==> config.mk <==
export PLATFORM = sky130hd
export DESIGN_NAME = alu_seq_ctrl
export DESIGN_NICKNAME = d
export VERILOG_FILES = /design/src/rtl/alu_seq_pkg.sv /design/src/rtl/seq_down_counter.sv /design/src/rtl/alu_seq_ctrl.sv
export SDC_FILE = /design/constraint.sdc
export NUM_CORES = 1
export LEC_CHECK = 0
export ABC_AREA = 1
export ABC_CLOCK_PERIOD_IN_PS = 1700
export CORE_MARGIN = 2
export CORE_UTILIZATION = 44
export CTS_CLUSTER_DIAMETER = 30
export CTS_CLUSTER_SIZE = 24
export DETAILED_ROUTE_END_ITERATION = 12
export PLACE_DENSITY = 0.79
export SYNTH_ARGS = -nofsm -noshare
export SYNTH_HDL_FRONTEND = slang
export SYNTH_SLANG_ARGS = --single-unit
export TNS_END_PERCENT = 5
==> constraint.sdc <==
create_clock -name clock -period 1.7 [get_ports clock]
set_input_delay 0.34 -clock clock [delete_from_list [all_inputs] [get_ports clock]]
set_output_delay 0.34 -clock clock [all_outputs]
set_load 0.005 [all_outputs]
==> src/rtl/alu_seq_pkg.sv <==
// Shared definitions for the ALU command sequencer: widths, op codes, FSM states
// and the latched command payload.
package alu_seq_pkg;

    localparam int unsigned OPND_W = 4;
    localparam int unsigned RES_W  = 2 * OPND_W;
    localparam int unsigned CNT_W  = 4;
    localparam int unsigned OP_W   = 3;

    typedef enum logic [OP_W-1:0] {
        OP_INC   = 3'd0,
        OP_ADDC  = 3'd1,
        OP_ADD   = 3'd2,
        OP_ORXOR = 3'd3,
        OP_RED   = 3'd4,
        OP_CAT   = 3'd5,
        OP_LOAD  = 3'd6,
        OP_CLR   = 3'd7
    } op_e;

    typedef enum logic [1:0] {
        IDLE = 2'd0,
        EXEC = 2'd1,
        DONE = 2'd2
    } state_e;

    typedef struct packed {
        op_e               op;
        logic [OPND_W-1:0] data;
    } cmd_t;

    // LOAD and CLEAR never touch the external ALU and always run a single cycle
    function automatic logic is_internal_op(op_e op);
        return (op == OP_LOAD) || (op == OP_CLR);
    endfunction

endpackage

==> src/rtl/seq_down_counter.sv <==
// Loadable down-counter with a registered zero flag; counts iterations left.
module seq_down_counter #(
    parameter int unsigned W = 4
) (
    input  logic         clk,
    input  logic         rst_n,
    input  logic         load_i,
    input  logic [W-1:0] load_val_i,
    input  logic         dec_i,
    output logic         zero_o
);

    logic [W-1:0] count_q, count_d;
    logic         zero_q, zero_d;

    always_comb begin
        count_d = count_q;
        if (load_i) begin
            count_d = load_val_i;
        end else if (dec_i && (count_q != '0)) begin
            count_d = count_q - W'(1);
        end
        zero_d = (count_d == '0);
    end

    always_ff @(posedge clk or negedge rst_n) begin
        if (!rst_n) begin
            count_q <= '0;
            zero_q  <= 1'b1;
        end else begin
            count_q <= count_d;
            zero_q  <= zero_d;
        end
    end

    assign zero_o = zero_q;

endmodule

==> src/rtl/alu_seq_ctrl.sv <==
// Command sequencer for the shared 4-bit ALU: repeats one operation N+1 times,
// feeding the accumulator low nibble back as operand A.
module alu_seq_ctrl
    import alu_seq_pkg::*;
(
    input  logic              clock,
    input  logic              resetn,
    input  logic              cmd_valid,
    output logic              cmd_ready,
    input  logic [OP_W-1:0]   cmd_op,
    input  logic [OPND_W-1:0] cmd_data,
    input  logic [CNT_W-1:0]  cmd_count,
    output logic [OPND_W-1:0] alu_a,
    output logic [OPND_W-1:0] alu_b,
    output logic [OP_W-1:0]   alu_select,
    input  logic [RES_W-1:0]  alu_out,
    output logic [RES_W-1:0]  acc,
    output logic              busy,
    output logic              done
);

    state_e             state_q, state_d;
    cmd_t               cmd_q, cmd_d;
    logic [RES_W-1:0]   acc_q, acc_d;
    logic               ready_q, ready_d;
    logic               busy_q, busy_d;
    logic               done_q, done_d;

    logic               cnt_load;
    logic [CNT_W-1:0]   cnt_val;
    logic               cnt_dec;
    logic               cnt_zero;

    seq_down_counter #(.W(CNT_W)) u_iter_cnt (
        .clk        (clock),
        .rst_n      (resetn),
        .load_i     (cnt_load),
        .load_val_i (cnt_val),
        .dec_i      (cnt_dec),
        .zero_o     (cnt_zero)
    );

    // Next-state, accumulator update and registered status outputs
    always_comb begin
        state_d  = state_q;
        cmd_d    = cmd_q;
        acc_d    = acc_q;
        cnt_load = 1'b0;
        cnt_val  = cmd_count;
        cnt_dec  = 1'b0;

        unique case (state_q)
            IDLE: begin
                if (cmd_valid) begin
                    state_d    = EXEC;
                    cmd_d.op   = op_e'(cmd_op);
                    cmd_d.data = cmd_data;
                    cnt_load   = 1'b1;
                    if (is_internal_op(op_e'(cmd_op))) begin
                        cnt_val = '0;
                    end
                end
            end
            EXEC: begin
                // alu_out is only trusted here; it may be undriven elsewhere
                case (cmd_q.op)
                    OP_LOAD: acc_d = RES_W'(cmd_q.data);
                    OP_CLR:  acc_d = '0;
                    default: acc_d = alu_out;
                endcase
                if (cnt_zero) begin
                    state_d = DONE;
                end else begin
                    cnt_dec = 1'b1;
                end
            end
            DONE:    state_d = IDLE;
            default: state_d = IDLE;
        endcase

        ready_d = (state_d == IDLE);
        busy_d  = (state_d == EXEC);
        done_d  = (state_d == DONE);
    end

    always_ff @(posedge clock or negedge resetn) begin
        if (!resetn) begin
            state_q <= IDLE;
            cmd_q   <= '{op: OP_INC, data: '0};
            acc_q   <= '0;
            ready_q <= 1'b1;
            busy_q  <= 1'b0;
            done_q  <= 1'b0;
        end else begin
            state_q <= state_d;
            cmd_q   <= cmd_d;
            acc_q   <= acc_d;
            ready_q <= ready_d;
            busy_q  <= busy_d;
            done_q  <= done_d;
        end
    end

    assign cmd_ready  = ready_q;
    assign busy       = busy_q;
    assign done       = done_q;
    assign acc        = acc_q;
    assign alu_a      = acc_q[OPND_W-1:0];
    assign alu_b      = cmd_q.data;
    assign alu_select = cmd_q.op;

endmodule
Word level (Yosys, flattened, before mapping). Cells that the tools add are included.

Register bits: 25. Input bits: 22. Output and inout bits: 22. Logic and storage cells: 37.

Add/subtract/negate cells: 1. Equality and inequality tests: 7. Mux-type cells: 13. Reductions and logical operators: 7.

Operators with widths (count): 2-to-1 mux 4 bit (5); case mux 8 bit (2 select lines) (1); == test 3 bit, second input constant (4); == test 2 x 1 -> 1 bit, second input constant (2); zero test 2 bit (2); zero test 4 bit (1); 2-to-1 mux 1 bit (4); 2-to-1 mux 2 bit (2); case mux 2 bit (2 select lines) (1); nonzero test 4 bit (1); subtractor 4 x 1 -> 4 bit, second input constant (1); == test 2 bit, second input constant (1); AND reduction 2 bit (1); logical AND 1 bit (1); logical OR 1 bit (1).

Longest topological paths before layout.
Word-level depth: 7. Mapped depth: 10.

Hierarchy. A second synthesis with hierarchy kept.

Cells, all modules: 155. Area, all modules: 1221.2 µm².

By module, submodules not included: alu_seq_ctrl (times used 1, cells each 105, area each 877.1 µm², sequential area each 501.7 µm²); seq_down_counter (times used 1, cells each 50, area each 344.1 µm², sequential area each 126.4 µm²).

Worst setup path after synthesis. No wires, ideal clock.

Path kind: flip-flop to flip-flop. Start: register u_iter_cnt.count_q[0]. End: register u_iter_cnt.zero_q, in the netlist u_iter_cnt.zero_o. Library setup time: 0.067 ns. Data arrival time: 1.177 ns. Path slack: 0.456 ns. Cell stages (with the launch flop): 9. Cells stage by stage: dfrtp_1 > inv_1 > ha_1 > nand3_2 > nand3_1 > nand2_1 > a21oi_2 > nand2_1 > nor2_1.

Longest elaborated chain between the ends: 5. Elaborated cells between the ends (all ways): 6.

RTL lines: start: declaration (line seq_down_counter.sv:13) `logic [W-1:0] count_q, count_d;`; start signal: assignment (line seq_down_counter.sv:31) `count_q <= count_d;`; parallel branches: the longest is 2 deep, another holds subtractor 4 x 1 -> 4 bit; 2-to-1 mux 4 bit * (line seq_down_counter.sv:20) `end else if (dec_i && (count_q != '0)) begin`; 2-to-1 mux 4 bit * (line seq_down_counter.sv:18) `if (load_i) begin`; zero test 4 bit * (line seq_down_counter.sv:23) `zero_d = (count_d == '0);`; via u_iter_cnt.zero_d (line seq_down_counter.sv:14) `logic zero_q, zero_d;`; end signal: assignment (line seq_down_counter.sv:32) `zero_q <= zero_d;`; end: declaration (line seq_down_counter.sv:14).

Mark *: on every way through the listed nets, which the timed path passes. A chain may end at the register's enable or synchronous reset.

Worst setup path in the final report.
Start: register cmd_q (netlist bit alu_select[1]). End: output port alu_select[1].

RTL lines: start: declaration (line alu_seq_ctrl.sv:23) `cmd_t cmd_q, cmd_d;`; start signal: assignment (line alu_seq_ctrl.sv:89) `cmd_q <= '{op: OP_INC, data: '0};`; start signal: assignment (line alu_seq_ctrl.sv:96) `cmd_q <= cmd_d;`; end: declaration (line alu_seq_ctrl.sv:15) `output logic [OP_W-1:0] alu_select,`.

No word-level cell between the ends.

==> results.json <==
{
  "outcome": "finished clean",
  "yosysMostFrequentCell": "nand2_1",
  "h-tree-depth": 1,
  "clock-sinks": 25,
  "p_leak_nw": 0.816,
  "max_freq_mhz": 629,
  "sw_frac_of_total_pct": 39.5,
  "synthFlopType": "dfrtp_1",
  "grt_pass1_vias": 1068,
  "seq_area_sq_um": 628,
  "yosysWarnings": 0,
  "grt_pass1_wl_um": 4610,
  "setup_viol": 0,
  "grt_overflow": 0,
  "synth_cell_types": 21,
  "n_fill_cell": 240,
  "crit_fanout": 3,
  "r2r_start": "u_iter_cnt.count_q[0]",
  "period_needed_ns": 1.59,
  "worst-path-buf-inv": 1,
  "p_clk_share_pct": 8.8,
  "pwr-share-comb_pct": 54.2,
  "synthTopCellsByCount": "49 x nand2_1, 23 x dfrtp_1, 14 x inv_1, 13 x nor2_1, 8 x a21oi_1",
  "cts_tree": "yes",
  "post_cts_buffers": 0,
  "cp.required_ns": 1.36,
  "cp_slowest_cell": "clkdlybuf4s50_1",
  "setup_ws_ns": 0.110,
  "hold_viol": 0,
  "p_sw_w": 0.00116,
  "routed_via_density": 4.90,
  "slew_viol_final": 0,
  "clockBufferDepth": 2,
  "start_kind": "flop",
  "dr_total_vias": 1082,
  "seqPwrFrac_pct": 37.0,
  "intPower_w": 0.00177,
  "p_total_w": 0.00293,
  "placement.io_buffers": 43,
  "timing.slew.headroom_pct": 79.3,
  "fin_cells": 221,
  "syn_avg_cell_area_sq_um": 8.23,
  "syn2layout_area_growth_pct": 38.2,
  "finalCritPeriodShare_pct": 93.5,
  "drt_first_pass_iters": 4,
  "dpl.cell_count": 217,
  "ys_ff_latch": 25,
  "start_util_pct": 45.4,
  "worstMarginPinSlew_ns": 0.310,
  "drtIter0Drc": 26,
  "grt_max_degree": 26,
  "vdd_drop_max_uv": 1090,
  "die_w_um": 56.6,
  "fin_tns_setup_ns": 0,
  "routed_wl_um": 2680,
  "clk_pin_slew_ns": 0.13,
  "n_antenna_cell": 0,
  "finClkSkew_ns": 0.00203,
  "cts_buffers": 3,
  "antenna_left": 0,
  "finalNetCount": 214,
  "clock_latency_ns": 0.31,
  "syn_nets": 171,
  "ff2ff_setup_slack_ns": 0.26,
  "crit_cells": 1,
  "cp.arrival_ns": 1.25,
  "grt_use_total_pct": 18.3,
  "root_buffer": "clkbuf_4",
  "core_sq_um": 2690,
  "wl_per_cell_um": 12.1,
  "place_ws_ns": 0.178,
  "critPathTopFamily": "buffers and inverters",
  "final_util_pct": 62.7,
  "synth_top_area_share_pct": 47.2,
  "fp.dieH_um": 56.6,
  "path_class": "reg2out",
  "synthesis.instances": 148,
  "rsz0062_at_grt": "false",
  "hold_class": "in2async",
  "drive_above_1_share_pct": 9.47,
  "synth_enable_flop_cells": 0,
  "cpPeakStageDelay_ns": 0.52,
  "drc": 0,
  "synth_area_sq_um": 1220,
  "hpwl_um": 2150,
  "antenna_found_initial": 0,
  "cp-end-kind": "output pin",
  "power.density_nw_per_um2": 1740,
  "gp_congestion": 0.808,
  "rows": 19,
  "ys_seq_area_share_pct": 51.5,
  "crit_chain": "clkdlybuf4s50_1",
  "synthArstFlopShare_pct": 100,
  "io_pins": 44,
  "yosys-top-cells-area": "dfrtp_1 47%, nand2_1 15%, dfstp_2 4.3%",
  "synth_top_area_cell": "dfrtp_1",
  "max_cap_violations": 0,
  "multiInputGateArea_sq_um": 479,
  "timing.rr.end": "u_iter_cnt.zero_o",
  "dieArea_sq_um": 3210,
  "ff2ff_path_depth": 8
}
-- cells in the final DEF, fill, tap and decap left out --
master / count
a21oi_1: 8
dfrtp_1: 23
inv_1: 14
ha_1: 1
clkbuf_1: 1
nand2_1: 49
clkdlybuf4s50_1: 42
nand2_4: 2
inv_2: 3
nand3b_1: 1
a21oi_2: 1
o21ai_1: 1
dfstp_2: 2
nand3_1: 6
o21ai_0: 7
dlymetal6s2s_1: 1
nor2_4: 1
nor2_8: 1
nand3_2: 1
clkbuf_4: 3
buf_4: 2
nor2_1: 13
or2_1: 5
nand2_2: 2
-- power by group through the flow --
stage               clock, W  combinational (W)  sequential (W)
floorplan                  0           0.000911         0.00108
global placement           0            0.00154         0.00108
detailed placement         0            0.00160         0.00110
CTS                 0.000267            0.00161         0.00109
global route        0.000290            0.00179         0.00112
finish              0.000258            0.00159         0.00108
-- stage by stage --
step	cell area (sq um)	hold slack, ns
2_1_floorplan	1220	0.0444
3_3_place_gp	1660	0.467
3_5_place_dp	1660	0.484
4_1_cts	1680	0.370
5_1_grt	1680	0.380
6_report	1680	0.365
-- area by class of cell --
class / instances / area share, %
Clock buffer: 4 / 1.56
Tap cell: 31 / 2.30
Timing Repair Buffer: 45 / 26.6
Sequential cell: 25 / 37.3
Inverter: 17 / 3.79
Multi-Input combinational cell: 99 / 28.5
-- metal layers --
metal	vias to the layer above	global-route usage, %	wire (um)
met5	-	0	0
met4	0	3.06	13
met3	2	5.76	174
met2	35	34.1	1430
met1	513	20.5	1060
li1	532	-	-
-- worst max-delay path by stage --
stage	to	startpoint	slack [ns]
3_3_place_gp	u_iter_cnt.zero_o	cmd_valid	0.27
6_report	alu_select[1]	alu_select[1]	0.11
5_1_grt	alu_select[2]	alu_select[2]	0.03
2_1_floorplan	u_iter_cnt.zero_o	u_iter_cnt.count_q[0]	0.46
3_5_place_dp	u_iter_cnt.zero_o	cmd_valid	0.18
4_1_cts	cmd_ready	cmd_ready	0.008
-- registers in the layout, indices dropped and copies added, names as in the netlist --
signal,flops
acc,8
alu_b,4
alu_select,3
busy,1
cmd_ready,1
done,1
state_q,2
u_iter_cnt.count_q,4
u_iter_cnt.zero_o,1
-- repair_timing --
action / CTS / global route
endpoints found under the setup margin: 0 / 1
hold endpoints to repair: 0 / 0
resized for setup: 0 / 1
hold buffers: 0 / 0
-- cells by family (layout without fill, tap and decap cells) --
kind of cell,Yosys count,after routing,synth area share [%]
compound gates,17,17,7.29
flops,25,25,51.5
fa+ha+maj,1,1,1.03
simple gates,81,81,31.0
buf+inv,24,66,9.14
No activity file was read; power rests on OpenSTA's default activity.
